**src/rtl/virtio_pkg.sv**
```systemverilog
// Purpose: shared types, constants and address helper for the virtqueue notify scheduler.
// Latency: n/a (declarations only).
// Backpressure: n/a.
package virtio_pkg;

  // Scheduler FSM states
  typedef enum logic [1:0] {
    IDLE = 2'd0,
    ARB  = 2'd1,
    REQ  = 2'd2,
    WAIT = 2'd3
  } vq_state_e;

  localparam int          VIRTIO_PAGE_SHIFT = 12;
  localparam logic [15:0] AVAIL_HDR_LEN     = 16'd4;

  // Legacy layout: the avail ring follows the 16-byte descriptor table entries.
  function automatic logic [63:0] avail_addr(input logic [31:0] pfn, input int unsigned qsize);
    return ({32'h0, pfn} << VIRTIO_PAGE_SHIFT) + 64'(16 * qsize);
  endfunction

endpackage

```
**src/rtl/vq_rr_arbiter.sv**
```systemverilog
// Purpose: round-robin pick of the first pending queue at or above rr_ptr, with wrap.
// Latency: combinational.
// Backpressure: none; the caller decides when a grant is consumed.
module vq_rr_arbiter
  import virtio_pkg::*;
#(
  parameter  int NUM_Q = 3,
  localparam int QW    = (NUM_Q > 1) ? $clog2(NUM_Q) : 1
) (
  input  logic [NUM_Q-1:0] pending,
  input  logic [QW-1:0]    rr_ptr,
  output logic [NUM_Q-1:0] gnt_oh,
  output logic [QW-1:0]    gnt_idx,
  output logic             gnt_any
);

  // rr_ptr is always below NUM_Q, so a single subtraction implements the modulo.
  function automatic logic [QW-1:0] wrap_idx(input logic [QW-1:0] base, input int off);
    int s;
    s = int'(base) + off;
    if (s >= NUM_Q) s = s - NUM_Q;
    return QW'(s);
  endfunction

  // Scan NUM_Q positions starting at rr_ptr; the first pending one wins.
  always_comb begin
    logic [QW-1:0] idx;
    idx     = '0;
    gnt_oh  = '0;
    gnt_idx = '0;
    gnt_any = 1'b0;
    for (int i = 0; i < NUM_Q; i++) begin
      idx = wrap_idx(rr_ptr, i);
      if (!gnt_any && pending[idx]) begin
        gnt_any     = 1'b1;
        gnt_idx     = idx;
        gnt_oh[idx] = 1'b1;
      end
    end
  end

endmodule

```
**src/rtl/virtio_vq_notify_sched.sv**
```systemverilog
// Purpose: turn Queue Notify writes into one-at-a-time avail-header DMA reads, round-robin over queues.
// Latency: notify to req_valid is 3 edges from idle (capture, IDLE->ARB, ARB->REQ).
// Backpressure: req held stable until req_ready; no new request until done_valid for the in-flight queue or timeout.
module virtio_vq_notify_sched
  import virtio_pkg::*;
#(
  parameter int NUM_Q       = 3,
  parameter int QSIZE       = 256,
  parameter int TIMEOUT_CYC = 1024
) (
  input  logic                 clka,
  input  logic                 rst,
  input  logic                 soft_rst,
  input  logic                 drv_ok,
  input  logic                 notify_valid,
  input  logic [15:0]          notify_qidx,
  input  logic [32*NUM_Q-1:0]  qpfn,
  output logic                 req_valid,
  input  logic                 req_ready,
  output logic [15:0]          req_qidx,
  output logic [63:0]          req_addr,
  output logic [15:0]          req_len,
  input  logic                 done_valid,
  input  logic [15:0]          done_qidx,
  output logic [NUM_Q-1:0]     pending,
  output logic                 busy,
  output logic                 timeout_err,
  output logic [15:0]          drop_cnt
);

  localparam int            QW      = (NUM_Q > 1) ? $clog2(NUM_Q) : 1;
  localparam int            TW      = (TIMEOUT_CYC > 1) ? $clog2(TIMEOUT_CYC) : 1;
  localparam logic [TW-1:0] TO_LAST = TW'(TIMEOUT_CYC - 1);

  vq_state_e        state;
  logic [QW-1:0]    rr_ptr;
  logic [TW-1:0]    wait_cnt;
  logic [NUM_Q-1:0] set_mask;
  logic [NUM_Q-1:0] clr_mask;
  logic [NUM_Q-1:0] gnt_oh;
  logic [QW-1:0]    gnt_idx;
  logic             gnt_any;
  logic             notify_drop;
  logic [31:0]      sel_pfn;

  assign busy    = (state != IDLE);
  assign req_len = AVAIL_HDR_LEN;

  vq_rr_arbiter #(.NUM_Q(NUM_Q)) u_arb (
    .pending (pending),
    .rr_ptr  (rr_ptr),
    .gnt_oh  (gnt_oh),
    .gnt_idx (gnt_idx),
    .gnt_any (gnt_any)
  );

  // Decode a notify: in-range queue with a programmed PFN sets its flag, anything else is a drop.
  always_comb begin
    set_mask = '0;
    for (int q = 0; q < NUM_Q; q++) begin
      if (notify_valid && (notify_qidx == 16'(q)) && (qpfn[q*32 +: 32] != 32'h0))
        set_mask[q] = 1'b1;
    end
    notify_drop = notify_valid && (set_mask == '0);
  end

  // PFN of the granted queue, and the flag ARB consumes this cycle.
  always_comb begin
    sel_pfn = '0;
    for (int q = 0; q < NUM_Q; q++) begin
      if (gnt_oh[q]) sel_pfn = qpfn[q*32 +: 32];
    end
    clr_mask = (state == ARB) ? gnt_oh : '0;
  end

  // Pending flags (a same-cycle set beats the ARB clear) and saturating drop counter.
  always_ff @(posedge clka or posedge rst) begin
    if (rst) begin
      pending  <= '0;
      drop_cnt <= '0;
    end else if (soft_rst) begin
      pending  <= '0;
      drop_cnt <= '0;
    end else begin
      pending <= (pending & ~clr_mask) | set_mask;
      if (notify_drop && (drop_cnt != 16'hFFFF))
        drop_cnt <= drop_cnt + 16'd1;
    end
  end

  // Request FSM with registered request outputs, rr pointer and WAIT timeout.
  always_ff @(posedge clka or posedge rst) begin
    if (rst) begin
      state       <= IDLE;
      req_valid   <= 1'b0;
      req_qidx    <= '0;
      req_addr    <= '0;
      rr_ptr      <= '0;
      timeout_err <= 1'b0;
      wait_cnt    <= '0;
    end else if (soft_rst) begin
      state       <= IDLE;
      req_valid   <= 1'b0;
      req_qidx    <= '0;
      req_addr    <= '0;
      rr_ptr      <= '0;
      timeout_err <= 1'b0;
      wait_cnt    <= '0;
    end else begin
      case (state)
        IDLE: begin
          if ((|pending) && drv_ok) state <= ARB;
        end
        ARB: begin
          if (gnt_any) begin
            state     <= REQ;
            req_valid <= 1'b1;
            req_qidx  <= 16'(gnt_idx);
            req_addr  <= avail_addr(sel_pfn, QSIZE);
            rr_ptr    <= (gnt_idx == QW'(NUM_Q - 1)) ? '0 : gnt_idx + QW'(1);
          end else begin
            state <= IDLE;
          end
        end
        REQ: begin
          if (req_ready) begin
            req_valid <= 1'b0;
            wait_cnt  <= '0;
            state     <= WAIT;
          end
        end
        WAIT: begin
          // Completions for other queues are not ours; only the latched queue ends the wait.
          if (done_valid && (done_qidx == req_qidx)) begin
            state <= IDLE;
          end else if ((TIMEOUT_CYC != 0) && (wait_cnt == TO_LAST)) begin
            timeout_err <= 1'b1;
            state       <= IDLE;
          end else begin
            wait_cnt <= wait_cnt + TW'(1);
          end
        end
        default: state <= IDLE;
      endcase
    end
  end

endmodule

```
**config.mk**
```make
export PLATFORM = sky130hd
export DESIGN_NAME = virtio_vq_notify_sched
export DESIGN_NICKNAME = d
export VERILOG_FILES = /design/src/rtl/virtio_pkg.sv /design/src/rtl/vq_rr_arbiter.sv /design/src/rtl/virtio_vq_notify_sched.sv
export SDC_FILE = /design/constraint.sdc
export NUM_CORES = 1
export LEC_CHECK = 0
export BUFFER_PORTS_ARGS = -buffer_cell sky130_fd_sc_hd__buf_4
export CAP_MARGIN = 20
export CORE_ASPECT_RATIO = 0.9
export CORE_MARGIN = 5
export CORE_UTILIZATION = 52
export DETAILED_ROUTE_END_ITERATION = 7
export PLACE_DENSITY = 0.87
export RECOVER_POWER = 100
export SLEW_MARGIN = 20
export SYNTH_ARGS = -nofsm -noshare
export SYNTH_HDL_FRONTEND = slang
export SYNTH_SLANG_ARGS = --single-unit
```
**constraint.sdc**
```tcl
create_clock -name clka -period 8.2 [get_ports clka]
set_clock_uncertainty 0.05 [all_clocks]
set_input_delay 0.82 -clock clka [delete_from_list [all_inputs] [get_ports clka]]
set_output_delay 0.82 -clock clka [all_outputs]
set_load 0.01 [all_outputs]
```
Word level (Yosys, flattened, before mapping) --
Cells that the tools add are included. Widths: inputs -> output; s select.
Word-level totals: register bits 115, input port bits 135, output and inout bits 118, word-level logic and storage cells 149
Cells by class: add/sub/neg operators 9, magnitude comparators 9, equality and inequality tests 16, mux-type cells 64, bitwise gates (word level) 5, reduce and logical (&&, ||, !) cells 37
Operators by type and width (count):
- $mux 64 | 3
- $mux 32 | 3
- $reduce_bool 32->1 | 3
- $mux 16 | 5
- $add 44x13->45 const B | 1
- $mux 10 | 4
- $mux 2 | 16
- $pmux 10 s2 | 1
- $mux 1 | 19
- $add 16x1->16 const B | 1
- $eq 16x1->1 const B | 1
- $eq 16x16->1 | 1
- $eq 16x2->1 const B | 1
- $logic_not 16->1 | 1
- $ne 16x16->1 const B | 1
- $logic_and 1x1->1 | 15
- $mux 3 | 5
- $ne 3x3->1 const B | 5
- $reduce_bool 2->1 | 6
- $add 10x1->10 const B | 1
- $eq 10x10->1 const B | 1
- $lt 2x3->1 const B | 3
- $or 3x3->3 | 3
- $reduce_and 3->1 | 3
- 25 further kinds | 37

Longest topological paths before layout --
Gate-level depths: netlist of the first run.
depth after elaboration 18, mapped depth 17, depth with buffers taken out 15

Cells and area by module --
A second synthesis of the first run with hierarchy kept.
Unflattened totals: cell total of the unflattened synthesis 687, area, all modules 5679.2 µm²
By module, submodules not included:
- virtio_vq_notify_sched | times used 1, cells an instance 646, area each 5397.7 µm², sequential area each 1751.7 µm²
- vq_rr_arbiter | times used 1, cells an instance 41, area each 281.5 µm², sequential area each 0.0 µm²

Least setup slack after synthesis of the first run --
Ideal clock, no wire load.
path type flip-flop to flip-flop, start reg rr_ptr[0], end reg req_addr[41], library setup time 0.099 ns, arrival time 3.617 ns, required time 8.051 ns, path slack 4.434 ns, stages on the path, launching flop included 15, buffers on the path 1, clock period less this slack 3.766 ns, path through dfrtp_1 -> inv_1 -> ha_1 -> buf_2 -> inv_2 -> o31a_1 -> o22a_1 -> o211ai_1 -> a31oi_1 -> or4_4 -> nor3b_4 -> nand3_2 -> or4_4 -> or3_1 -> a311oi_1
Between the ends: word-level cells in the longest chain between the ends 18, elaborated cells between the ends (all ways) 53, those cells by class 6 x add/sub; 9 x order compare; 27 x mux; 2 x bitwise; 9 x reduce/logical
Ends and longest elaborated chain:
- start, declared | line virtio_vq_notify_sched.sv:36 | logic [QW-1:0] rr_ptr;
- start signal, assigned | line virtio_vq_notify_sched.sv:120 | rr_ptr <= (gnt_idx == QW'(NUM_Q - 1)) ? '0 : gnt_idx + QW'(1);
- $add 2x1->3, or another cell as far along | line vq_rr_arbiter.sv:20 | s = int'(base) + off;
- $ge 3x2->1, or another cell as far along | line vq_rr_arbiter.sv:21 | if (s >= NUM_Q) s = s - NUM_Q;
- $mux 2, or another cell as far along | line vq_rr_arbiter.sv:21
- $lt 2x3->1 (not written as such), or another cell as far along | line vq_rr_arbiter.sv:37 | gnt_oh[idx] = 1'b1;
- $logic_and 1x1->1 (not written as such), or another cell as far along | line vq_rr_arbiter.sv:37
- $mux 1 (not written as such), or another cell as far along | line vq_rr_arbiter.sv:37
- $demux 1 s2, or another cell as far along
- $or 3x3->3 (no source line) / $mux 1 (equally long branches)
- $mux 3 / $logic_not 1->1 (equally long branches) | line vq_rr_arbiter.sv:34 | if (!gnt_any && pending[idx]) begin
- $or 3x3->3 (no source line) / $logic_and 1x1->1 (equally long branches)
- $mux 3 | line vq_rr_arbiter.sv:34
- $mux 32 (3 in a row) | line virtio_vq_notify_sched.sv:71 | if (gnt_oh[q]) sel_pfn = qpfn[q*32 +: 32];
- $add 44x13->45 | line virtio_pkg.sv:19 | return ({32'h0, pfn} << VIRTIO_PAGE_SHIFT) + 64'(16 * qsize);
- $mux 64 | line virtio_vq_notify_sched.sv:115 | if (gnt_any) begin
- $mux 64 | line virtio_vq_notify_sched.sv:110 | case (state)
- $mux 64 | line virtio_vq_notify_sched.sv:101 | end else if (soft_rst) begin
- end signal, assigned | line virtio_vq_notify_sched.sv:119 | req_addr <= avail_addr(sel_pfn, QSIZE);
- end, declared | line virtio_vq_notify_sched.sv:21 | output logic [63:0] req_addr,
Parallel ways exist; a longest one is shown, timed or not. The select of a mux whose other input is x is not followed. A chain may end at the register's enable or synchronous reset.

Worst setup path in the final report of the first run --
start reg rr_ptr[1], end reg req_addr[41]
The elaborated chain is that of the path after synthesis.

==> results of run 1 <==
-- sequential cells by signal, summed over array words and instances (netlist names), 2 cells and up --
| register | count |
|---|---|
| drop_cnt | 16 |
| pending | 3 |
| req_addr | 33 |
| req_qidx | 2 |
| rr_ptr | 2 |
| state | 2 |
| wait_cnt | 10 |
-- kinds of logic (layout without fill, tap and decap cells) --
group	Yosys count	after routing	synth area share (%)
AOI/OAI and AO/OA	154	154	17.7
and+or+nand+nor	313	313	28.5
DFF	70	70	31.2
xor gates and xnor gates	50	50	7.81
muxes	5	5	1.14
other	2	61	0.134
adders and majority gates	7	7	1.56
buffers and inverters	107	223	11.9
-- cells in the mapped netlist (3+ instances only) --
cell type / n
and3_1: 5
nor3_1: 16
nand2_1: 56
o21ai_0: 32
a21o_1: 3
nand3_1: 43
mux2i_1: 3
o21ai_1: 5
nand2b_1: 5
o21a_1: 3
xnor2_1: 19
ha_1: 7
nor2_1: 89
nand4_1: 20
dfrtp_1: 70
nor4_1: 34
buf_2: 8
or2_2: 5
buf_4: 68
xor2_1: 31
o211ai_1: 7
nor2b_1: 3
nand3b_1: 4
a21oi_1: 42
a211oi_1: 29
inv_1: 12
and2_1: 9
o22a_1: 3
or3_1: 5
a31oi_1: 7
clkbuf_1: 16
-- worst max path at each step --
stage                     startpoint           end  slack (ns)  cells after the start
after global routing       rr_ptr[1]  req_addr[41]        1.93                     12
after CTS                  rr_ptr[0]  req_addr[41]        3.20                     13
after global placement     rr_ptr[0]  req_addr[41]        3.38                     13
after floorplan            rr_ptr[0]  req_addr[41]        4.43                     14
after detailed placement   rr_ptr[0]  req_addr[41]        3.24                     13
final                      rr_ptr[1]  req_addr[41]        2.37                     12
-- through the flow --
| stage | power (uW) | setup WS [ns] |
|---|---|---|
| detailed placement | 452 | 3.24 |
| global route | 878 | 1.93 |
| finish | 849 | 2.37 |
| floorplan | 406 | 4.43 |
| CTS | 852 | 3.20 |
| global placement | 452 | 3.38 |
-- final cells by class --
cell class / instances / area (sq um)
clock buffer: 11 / 233
clock inverter: 4 / 72.6
fill: 982 / 3790
inverter: 13 / 48.8
multi-input combinational: 590 / 3380
sequential: 70 / 1750
tap: 133 / 166
timing repair buffer: 195 / 1230
-- metal layers --
layer | GRT usage, % | wire, microns | vias to the layer above
met3 | 6.17 | 1620 | 37
li1 | - | - | 2777
met4 | 6.30 | 391 | 0
met5 | 0 | 0 | -
met2 | 45.4 | 8790 | 319
met1 | 34.9 | 7160 | 2747
-- layout by cell type (no fill, tap or decap), types with 7 or more instances in the layout --
cell type / netlist / routed
dfrtp_1: 70 / 70
nand4_1: 20 / 21
nand3_1: 43 / 44
o211ai_1: 7 / 7
nor4_1: 34 / 35
clkbuf_1: 16 / 63
a211oi_1: 29 / 29
xnor2_1: 19 / 19
xor2_1: 31 / 31
conb_1: 2 / 61
ha_1: 7 / 7
nand2_1: 56 / 56
and2_1: 9 / 8
inv_1: 12 / 12
a21oi_1: 42 / 41
o21ai_0: 32 / 33
clkbuf_16: 0 / 9
buf_4: 68 / 132
a31oi_1: 7 / 7
nor2_1: 89 / 90
nor3_1: 16 / 16
-- power groups by stage --
| stage | Sequential, uW | Clock [uW] | Combinational, uW |
|---|---|---|---|
| after global placement | 354 | 0 | 97.8 |
| after CTS | 348 | 405 | 98.3 |
| after detailed placement | 354 | 0 | 98.0 |
| after floorplan | 354 | 0 | 52.1 |
| after global routing | 348 | 423 | 107 |
| final | 348 | 402 | 98.8 |
-- tightest hold or removal path, stage by stage, from the launching register on --
cell and delay [ns]:
dfrtp_1 0.34, nor2_1 0.05, nor2_1 0.07
==> results, run 1 <==
- The flow ran to the end, but the final reports show violations.
- The final reports fail on capacitance limit, slew limit.
- The kind of end point of the critical path is a register.
- The number of port buffers is about 190.
- The floorplan core area is roughly 11000 sq um.
- The repair_antennas step left the layout with diodes totalling 0.
- For the worst flop-to-flop path, the logic depth is 12.
- The final HPWL from detailed placement is ~14000 microns.
- Among all flip-flop cells after synthesis, the most frequent one is dfrtp_1.
- The setup fix buffers added after clock tree synthesis is 0.
- The worst hold path begins at req_valid.
- The wire length per cell is roughly 18 microns.
- The final design area excluding fillers is approximately 6900 sq um.
- Cell internal power was estimated by the tool at 657 uW.
- For this design, the CTS-stage hold fixing added 0 buffers.
- The tree built by TritonCTS fans out to 70 sinks.
- The mean area per synthesized cell is 7.92 sq um.
- Combinational cells account for 11.6% of the total power.
- The clock group share of total power is 47.3%.
- After global routing the overflow that remains totals 0.
- For this design the static power due to leakage is 0.00291 uW.
- STA puts the critical path data arrival time at about 6 ns.
- The hold-critical path depth is 2.
- The kind of path behind the tightest hold check is register to register.
- Setup repair after global routing left no endpoint under its margin.
- The share of final-layout standard cells stronger than drive strength 1 is around 19%.
- The clock passes through at most 2 buffers.
- The cell chosen for the clock root is clkbuf_16.
- The first-pass GRT wire length is 27800 microns.
- The number of hold violations in the final report came to 0.
- The total number of yosys warnings is 0.
- The pre-antenna-repair detailed-routing pass consisted of 6 iterations.
- The area share of the largest cell type after synthesis is 31.2%.
- Counting distinct cell types in the post-synthesis netlist gives 69.
- The horizontal die dimension is 119 microns.
- The critical path in this run is classified as register to register.
- The height of the chip is about 110 microns.
- The cell area after placement is around 6900 sq um.
- The startpoint type of the worst setup path is a register.
- Entering global routing, the biggest net connects 71 pins.
- The cell area after synthesis is about 5600 sq um.
- The upper clock frequency limit is 172 MHz.
- The switching power share of the total is a little under a quarter.
- The placed instance count is 1001.
- The area enclosed by the die boundary is 13000 sq um.
- The count of nets left with antenna violations once routing finished came out at 0.
- The utilization after layout is 64.5%.
- After routing, the total negative slack on setup checks comes to 0 ns.
- The layout net count is 1021.
- Registers are responsible for 41.0% of the overall power.
- The number of enable-type register cells in the synthesized netlist is 0.
- The final-layout worst hold slack is 0.449 ns.
- The number of buffers and inverters on the critical path is 1.
- In this run the register-to-register setup slack is 2.37 ns.
- VDD sags by at most 0.0000865 V.
- The final setup violation count is 0.
- For the pin with the worst max-slew slack, the measured transition is roughly 3.6 ns.
- The standard-cell row count is 36.
- The overall track demand over capacity in global routing is 26.7%.
- The placer congestion estimate is 0.991.
- The analysis attributes to net switching a power of 192 uW.
- The cell taking the most area after synthesis is dfrtp_1.
- The headroom to the max-slew limit is -143%.
- After layout, the worst path uses 71.1% of the clock period.
- The number of antenna violations at the first check in global routing is 0.
- The number of CTS-inserted buffers is 9.
- During I/O placement, the number of pins put on the boundary was roughly 250.
- Sorting the synthesized cells by area gives the leading types as dfrtp_1, buf_4, nor2_1, xor2_1, a211oi_1.
- The largest stage delay on the critical path is between 1 and 1.5 ns.
- Traced cell by cell, the critical path runs through inv_1 -> ha_1 -> mux2i_1 -> nor3b_1 -> nor2_1 -> a31oi_1 -> or4_4 -> nor3b_4 -> nand3_1 -> or4_1 -> or3_1 -> a311oi_1.
- The maximum net fanout on the critical path is 22.
- The remaining routing DRC violations is 0.
- The via count is 5880.
- The power density over the cells is approximately 120 nW/um^2.
- The post-synthesis sequential element count is 70.
- In this design, the largest share of critical-path delay is due to simple AND/OR/NAND/NOR gates.
- The hold path endpoint is req_valid.
- The mean number of vias per cell is about 5.8.
- The synthesized instance count is 708.
- For this run, the register share of the synthesized area comes to 31.2%.
- The final max-slew violation count is 198.
- The via count of the first global-routing pass was 5469.
- Clock-pin slew was measured on the worst setup and hold paths at roughly 0.050 ns.
- At the later pin of the worst-skew pair, clock insertion delay measures 0.33 ns.
- The detailed router finished its first iteration with between 600 and 700 violations.
- The effective utilization at floorplan is around 53%.
- TritonCTS built the clock tree.
- Max-cap violations in this run came to 4.
- The worst register-to-register path ends at req_addr[41].
- For the worst setup path, the data required time is 8.37 ns.
- The share of flip-flops with an asynchronous set or reset after synthesis is 100%.
- The startpoint identified for the worst register-to-register timing path is rr_ptr[1].
- The level count of the clock H-tree is 3.
- Once layout is complete, the cells apart from fillers number between 1000 and 1500.
- In this run, post-CTS repair resized a total of 0 instances.
- Compared with the post-synthesis result, the final layout area differs by 22.7%.
- Summed over all layers, the routed wires come to 18000 microns.
- For this design, the slowest cell found on the critical path is nor2_1.
- Subtracting the final worst setup slack from the clock period gives 5.83 ns.
No activity file was read; power rests on OpenSTA's default activity.
==> inputs of run 2 (changes only) <==
--- a/config.mk
+++ b/config.mk
@@ -5,13 +5,14 @@
 export SDC_FILE = /design/constraint.sdc
 export NUM_CORES = 1
 export LEC_CHECK = 0
+export ABC_AREA = 1
 export BUFFER_PORTS_ARGS = -buffer_cell sky130_fd_sc_hd__buf_4
 export CAP_MARGIN = 20
 export CORE_ASPECT_RATIO = 0.9
 export CORE_MARGIN = 5
-export CORE_UTILIZATION = 52
+export CORE_UTILIZATION = 50
 export DETAILED_ROUTE_END_ITERATION = 7
-export PLACE_DENSITY = 0.87
+export PLACE_DENSITY = 0.82
 export RECOVER_POWER = 100
 export SLEW_MARGIN = 20
 export SYNTH_ARGS = -nofsm -noshare
==> constraint.sdc (replaced) <==
create_clock -name clka -period 5.9 [get_ports clka]
set_clock_uncertainty 0.05 [all_clocks]
set_input_delay 0.59 -clock clka [delete_from_list [all_inputs] [get_ports clka]]
set_output_delay 0.59 -clock clka [all_outputs]
set_load 0.01 [all_outputs]
==> results, run 2 <==
- The top cell type by area accounts for 27.4% of the synthesized area.
- For this run, the number of Yosys warnings is 0.
- The portion of total power attributed to combinational logic is 16.1%.
- The worst hold path was traced through 2 stages.
- The wire length per cell is 14.8 microns.
- The clock-pin slew of the registers on the worst-case setup and hold paths is 0.06 ns.
- TritonCTS built the clock tree.
- The maximum net fanout on the critical path is 32.
- The placed instance count is 1371.
- Excluding fillers, the count of instances in the completed layout stands at between 1000 and 1500.
- Measured against its own limit, the worst slew margin works out to -157%.
- Setup violations remaining at the end of the flow were counted as 0.
- The internal power consumption is 899 uW.
- Once the floorplan was initialized, standard cells occupied 50.6% of the core.
- The overall track demand over capacity in global routing is 26.6%.
- The path depth of the worst reg2reg path is 21.
- The setup path with the least slack is of type register to register.
- Setup repair after global routing left no endpoint under its margin.
- The synthesized instance count is between 1000 and 1500.
- The run finished, with violations left.
- In the final layout, the registers with the most flip-flops are req_addr x33, drop_cnt x16, wait_cnt x10.
- The most common cell after layout, fill and taps aside is nand2_1.
- The upper clock frequency limit is 229 MHz.
- The I/O pin count is 253.
- The synthesized netlist occupies a cell area of 6400 sq um.
- The synthesized netlist contains 46 unique library cells.
- The floorplan step defined a die boundary enclosing 15200 sq um.
- The maximum root-to-sink buffer count is 2.
- The pin slew with the least headroom to its limit is 3.86 ns.
- The iteration-0 DRC count of the detailed router is 712.
- The number of antenna violations at the first check in global routing came to 0.
- The post-detailed-routing wire length is 20600 microns.
- The share of flip-flops with an asynchronous set or reset after synthesis is 100%.
- The worst setup slack before clock tree synthesis is 2.32 ns.
- Before antenna repair, the detailed router went through 5 iterations.
- Detailed placement finished with a half-perimeter wire length of 16400 microns.
- The worst-case IR drop observed on VDD is 0.000141 V.
- The startpoint of the worst register-to-register path is rr_ptr[1].
- The later pin in the worst-skew pair is clocked with a latency of 0.34 ns.
- The kind of path behind the tightest hold check is register to register.
- Averaged over all synthesized cells, the footprint is 6.15 sq um.
- At the end of routability-driven placement, the weighted congestion stood at 0.966.
- Sequential elements use 27.4% of the synthesized area.
- The number of maximum-capacitance constraint violations is 1.
- The post-synthesis sequential element count is 70.
- The count of fill cells added during filler insertion is 1292.
- The horizontal die dimension is 129 microns.
- The share of final-layout standard cells stronger than drive strength 1 is 16.2%.
- The combined area of the multi-input logic cells is 3880 sq um.
- The tree is rooted in a clkbuf_16.
- The switching power share of the total is 27.9%.
- The clock tree synthesis step divided the H-tree into 3 levels.
- The total chip power is 1250 uW.
- The sequential cells in the finished layout cover a total of 1750 sq um.
- The final layout contains roughly 1400 nets.
- In the post-synthesis netlist, the biggest area contributors are dfrtp_1, nand2_1, nor2_1, buf_4, nand3_1.
- The synthesized design spends more area on one cell type than any other, namely dfrtp_1.
- The die is 117 microns tall.
- The startpoint of the most critical hold path is req_addr[43].
- The number of port buffers is between 150 and 200.
- The top cell types in the final layout, fill and taps aside, are nand2_1, nor2_1, buf_4.
- The global route total overflow is 0.
- The diode insertion count for antenna repair is 0.
- Buffers inserted to repair hold after CTS numbered 0.
- The via count is 7126.
- The checks that failed: capacitance limit, slew limit.
- The data arrival time of the critical path is around 4.5 ns.
- The critical path starts at rr_ptr[1].
- The setup fix buffers added after clock tree synthesis is 0.
- Counting every sink on the clock net gives 70.
- The via count of the first global-routing pass was 6704.
- The first global-routing pass estimated 32900 microns of wire.
- The final worst-path setup slack is 1.53 ns.
- Summed over all failing endpoints, the final setup total negative slack is 0 ns.
- The final-layout worst hold slack is 0.428 ns.
- The commonest cells after synthesis are nand2_1, nor2_1, inv_1.
- After floorplanning, the core was sized to cover 12600 sq um.
- By instance count, the leading cell after synthesis is nand2_1.
- The initialized floorplan defines 39 standard-cell rows.
- For the worst setup path, the data required time is 6.07 ns.
- The flip-flop count of the largest register, all copies and words added is 33.
- The register ranked first by flip-flop count is req_addr.
- The synthesis-to-layout area growth is 20.5%.
- The final max-slew violation count is 71.
- The top flip-flop cell by instance count after synthesis is dfrtp_1.
- The number of hold violations in the final report is 0.
- Counting I/O delays and the setup requirement, the final critical path takes 4.37 ns.
- The final worst-path cycle share is 74.0%.
- Clock tree synthesis inserted a total of 9 buffers.
- The startpoint type of the worst setup path is a register.
- In the routed design, unresolved DRC markers number 0.
- The kind of end point of the critical path is a register.
- After clock tree synthesis, the repair step resized 0 gates.
- Using the TritonRoute via totals, the vias-per-cell ratio works out to 5.14.
- The reported leakage power is 0.00377 uW.
- Counting flops with a built-in enable in the synthesized netlist gives 0.
- The part of the total power dissipated in sequential elements is 40.0%.
- The power density over the cells is 162 nW/um^2.
- The share of total power dissipated in the clock network is 44.0%.
- The post-route antenna net violation count is 0.
- The pin count of the biggest net entering global routing is 71.
- Summed over all nets, the switching power comes to 348 uW.
[run 2: cell count changes in the layout (fill, tap and decap cells not counted), moves of 6 or more]
cell and change:
and2_1 -7, a21oi_1 -17, nor2_1 +120, o21bai_1 +9, inv_1 +69, nand2_1 +238
nand3_1 +27, a211oi_1 -28, inv_2 +6, xnor2_1 -17, xor2_1 -26, nor2_2 +20
nor4_1 -20
[run 2: power groups by stage]
stage	clock, uW	combinational [uW]	sequential (uW)
2_1_floorplan	0	122	506
3_3_place_gp	0	201	507
3_5_place_dp	0	202	507
4_1_cts	552	205	498
5_1_grt	577	224	500
6_report	549	200	498
[run 2: final cells by class]
cell class,instances,area share (%)
multi-input cells,853,50.3
flip-flops and latches,70,22.7
repair buffers,195,16.1
inverters,89,4.33
clock buffers,9,2.92
well taps,164,2.66
clock inverters,7,0.941
[run 2: path summary, 6_finish.rpt]
path | to | slack, ns
worst max-delay path | req_addr[43] | 1.53
worst min-delay path | req_addr[43] | 0.43
worst max register to register | req_addr[43] | 1.53
worst min register to register | req_addr[43] | 0.43
max in group asynchronous | req_addr[38] | 1.93
min in group asynchronous | drop_cnt[2] | 1.71
[run 2: metrics by stage]
stage	utilization, %	cell area, sq um
floorplan	-	6620
global placement	60.9	7700
detailed placement	60.9	7700
CTS	63.3	8000
global route	61.0	7710
finish	61.0	7710
[run 2: worst max-delay path, stage by stage, from the launching register on]
cell,delay [ns]
dfrtp_1,0.40
inv_1,0.11
ha_1,0.28
inv_1,0.09
nand2_1,0.10
nand3_1,0.12
nand2_1,0.21
nand2_1,0.08
inv_1,0.11
nand3_1,0.10
nand2_1,0.88
nand2_1,0.12
nor2_1,0.17
nor2_1,0.06
nor2_1,0.21
nand2_1,0.14
nor2_1,0.17
nand2_1,0.15
nor2_1,0.39
nand4_1,0.14
nand3_1,0.11
nand2_1,0.06
[run 2: cells by family after synthesis]
kind of cell | share of synthesized area, %
and+or+nand+nor | 45.4
buffers and inverters | 14.7
AOI/OAI and AO/OA | 10.1
DFF | 27.4
xor gates and xnor gates | 0.958
adders and majority gates | 1.37
other | 0.117
[run 2: routing by layer]
layer | GRT usage [%] | up-vias | share of wire [%]
met3 | 5.23 | 31 | 7.7
met4 | 7.68 | 0 | 2.3
met2 | 43.4 | 272 | 48
met1 | 35.6 | 3244 | 42
met5 | 0 | - | 0
li1 | - | 3579 | -
==> inputs of run 3 (changes only) <==
--- a/config.mk
+++ b/config.mk
@@ -5,14 +5,14 @@
 export SDC_FILE = /design/constraint.sdc
 export NUM_CORES = 1
 export LEC_CHECK = 0
-export ABC_AREA = 1
+export ABC_AREA = 0
 export BUFFER_PORTS_ARGS = -buffer_cell sky130_fd_sc_hd__buf_4
 export CAP_MARGIN = 20
 export CORE_ASPECT_RATIO = 0.9
 export CORE_MARGIN = 5
-export CORE_UTILIZATION = 50
+export CORE_UTILIZATION = 44
 export DETAILED_ROUTE_END_ITERATION = 7
-export PLACE_DENSITY = 0.82
+export PLACE_DENSITY = 0.79
 export RECOVER_POWER = 100
 export SLEW_MARGIN = 20
 export SYNTH_ARGS = -nofsm -noshare
==> constraint.sdc (replaced) <==
create_clock -name clka -period 4 [get_ports clka]
set_clock_uncertainty 0.05 [all_clocks]
set_input_delay 0.4 -clock clka [delete_from_list [all_inputs] [get_ports clka]]
set_output_delay 0.4 -clock clka [all_outputs]
set_load 0.01 [all_outputs]
==> results, run 3 (synthesis gave the netlist of run 1 again) <==
- The via count of the first global-routing pass was about 5700.
- The floorplan core area is between 10000 and 15000 sq um.
- The most common cell after layout, fill and taps aside is buf_4.
- The number of antenna violations at the first check in global routing came to 0.
- The utilization after layout is 61.1%.
- The number of maximum-capacitance constraint violations is 1.
- The clock-pin slew of the registers on the worst-case setup and hold paths is 0.06 ns.
- The path depth of the worst reg2reg path is 17.
- For this run, the total global-route usage over all layers was measured as about a quarter.
- In the final layout, the registers with the most flip-flops are req_addr x33, drop_cnt x16, wait_cnt x10.
- Including well taps, the total number of placed cells is between 1000 and 1500.
- The analysis attributes to cell leakage a power of roughly 0.0033 uW.
- The flow ran to the end, but the final reports show violations.
- Detailed placement ended at an HPWL of between 10000 and 15000 microns.
- The required time of the critical path is 4.13 ns.
- STA classifies the critical path endpoint as a register.
- The post-detailed-routing wire length is 19100 microns.
- In the layout the commonest cells are buf_4, nor2_1, dfrtp_1.
- In the routed layout, each cell is associated on average with a via count of 5.51.
- Based on the critical path, the design can be clocked at up to 252 MHz.
- The H-tree was split into 3 levels.
- The filler cells instantiated in the layout total 1185.
- After detailed routing, the number of remaining DRC violations is 0.
- The clock tree from TritonCTS is built.
- The capture instance of the worst register-to-register path is req_addr[32].
- The startpoint of the most critical hold path is notify_qidx[1].
- The final max-slew violation count is 33.
- For this design, the sink count on the clock tree is 70.
- The pin count of the biggest net entering global routing is 57.
- At the pin with the least slew margin, the transition time is 1.70 ns.
- The data arrival time of the critical path is 4.10 ns.
- Routability-driven placement finished with a final weighted congestion of 0.917.
- The layout net count is 1082.
- The startpoint of the worst register-to-register path is rr_ptr[0].
- The first TritonRoute pass finished after 6 iterations.
- Once layout is complete, the cells apart from fillers number 1109.
- Across all register-to-register paths, the minimum setup slack is 0.03 ns.
- The worst path needs 3.97 ns of the cycle, external delays included.
- The via count is 6107.
- The maximum net fanout on the critical path is 9.
- The register with the most flip-flops in the layout has 33 of them.
- The critical path is of the register to register type.
- The count of nets left with antenna violations once routing finished came out at 0.
- Setup repair after global routing could not meet its margin everywhere.
- Dividing the detail-routed wire length by the instance count gives 17.2 microns.
- The combined area of the multi-input logic cells is 3650 sq um.
- In this run, post-CTS hold repair placed 0 buffers.
- The peak ir drop on the vdd network is 0.000255 V.
- The first global-routing pass estimated 28700 microns of wire.
- The total chip power is ~1700 uW.
- The floorplan has 39 rows.
- In the finished design, the share of the clock period the worst path needs comes to 99.3%.
- The number of antenna diodes in the final layout is 0.
- In the final layout, flip-flops and latches occupy 1750 sq um.
- Relative to the synthesized area, the layout overhead comes to 37.2%.
- The worst hold path passes through 3 cells.
- The cell area after placement is 7260 sq um.
- After global routing the overflow that remains totals 0.
- 253 I/O pins were placed.
- Buffers inserted during clock tree synthesis total 9.
- The iteration-0 DRC count of the detailed router is 537.
- STA classifies the critical path startpoint as a register.
- The maximum root-to-sink buffer count is 2.
- The tree is rooted in a clkbuf_16.
- Headroom to the max-slew limit came out at -13.3%.
- The area enclosed by the die boundary is 15100 sq um.
- Port buffering added 191 buffers.
- The height of the chip is 117 microns.
- The setup total negative slack is 0 ns.
- After routing the design area is 7690 sq um.
- More flip-flops sit in one register than any other, and that register is req_addr.
- The post-route netlist has 29.2% of its cells at a drive strength greater than 1.
- The final setup violation count is 0.
- At the later pin of the worst-skew pair, clock insertion delay measures ~0.33 ns.
- The hold path endpoint is pending[0].
- The initial utilization of the core area, before any placement, comes to 44.6%.
- The power density over the cells is 224 nW/um^2.
- The checks that failed: capacitance limit, slew limit.
- The horizontal die dimension is 129 microns.
- The min-delay analysis places its worst path in the category primary input to register.
- The number of hold violations in the final report is 0.
==> run 3: cell types whose count changed in the layout (fill, tap and decap cells not counted), moves of 7 or more <==
| cell | before | now |
|---|---|---|
| a211oi_1 | 1 | 26 |
| a21oi_1 | 24 | 40 |
| and2_1 | 1 | 8 |
| buf_4 | 134 | 197 |
| inv_1 | 81 | 10 |
| nand2_1 | 294 | 54 |
| nand3_1 | 71 | 43 |
| nor2_1 | 210 | 88 |
| nor2_2 | 20 | 1 |
| nor3_1 | 21 | 10 |
| nor4_1 | 15 | 32 |
| o21bai_1 | 9 | 0 |
| xnor2_1 | 2 | 19 |
| xor2_1 | 5 | 31 |
==> run 3: layer usage <==
| layer | up-vias | global-route usage [%] | routed length, microns |
|---|---|---|---|
| met5 | - | 0 | 0 |
| met4 | 0 | 6.30 | 379 |
| met3 | 35 | 4.58 | 1490 |
| met2 | 298 | 40.3 | 9440 |
| met1 | 2865 | 31.1 | 7810 |
| li1 | 2909 | - | - |
==> run 3: power breakdown <==
part	internal (uW)	switching, uW	total (uW)
Sequential	710	2.72	713
Combinational	96.6	109	205
Clock	490	319	809
==> run 3: what timing repair did <==
action | 4_1_cts | 5_1_grt
pin swaps | 0 | 15
resized for setup | 3 | 46
buffers inserted | 0 | 13
cloned | 0 | 1
endpoints found under the setup margin | 3 | 20
==> run 3: cell type report <==
class	count	share of cell area, %
sequential	70	22.8
tap	164	2.67
inverter	13	0.634
timing repair buffer	255	22.5
multi-input combinational	591	47.4
clock buffer	9	2.93
clock inverter	7	1.02
==> run 3: worst max-delay path by stage <==
| stage | slack, ns | start | to | cells past startpoint |
|---|---|---|---|---|
| floorplan | 0.23 | rr_ptr[0] | req_addr[41] | 14 |
| global placement | 0.06 | rr_ptr[1] | req_addr[41] | 13 |
| detailed placement | -0.07 | rr_ptr[1] | req_addr[41] | 13 |
| CTS | 0.01 | rr_ptr[1] | req_addr[41] | 14 |
| global route | -0.07 | rr_ptr[0] | req_addr[32] | 17 |
| finish | 0.03 | rr_ptr[0] | req_addr[32] | 17 |
==> run 3: worst max-delay path: stages (launching register included) <==
cell and delay [ns]:
dfrtp_2 0.43, inv_2 0.10, ha_4 0.23, buf_4 0.18
a311o_2 0.42, o211a_4 0.18, nor2_4 0.12, buf_6 0.13
and3_1 0.14, o22a_1 0.18, ha_2 0.21, nand4_1 0.21
nor4_4 0.43, nand2_2 0.19, buf_4 0.18, nor3_2 0.15
xor2_1 0.22, a211oi_2 0.10
==> run 3: through the flow <==
stage / setup WS (ns) / hold WS (ns)
finish: 0.0288 / 0.351
global route: -0.0686 / 0.346
CTS: 0.0144 / 0.205
detailed placement: -0.0709 / 0.439
global placement: 0.0570 / 0.433
floorplan: 0.234 / 0.455
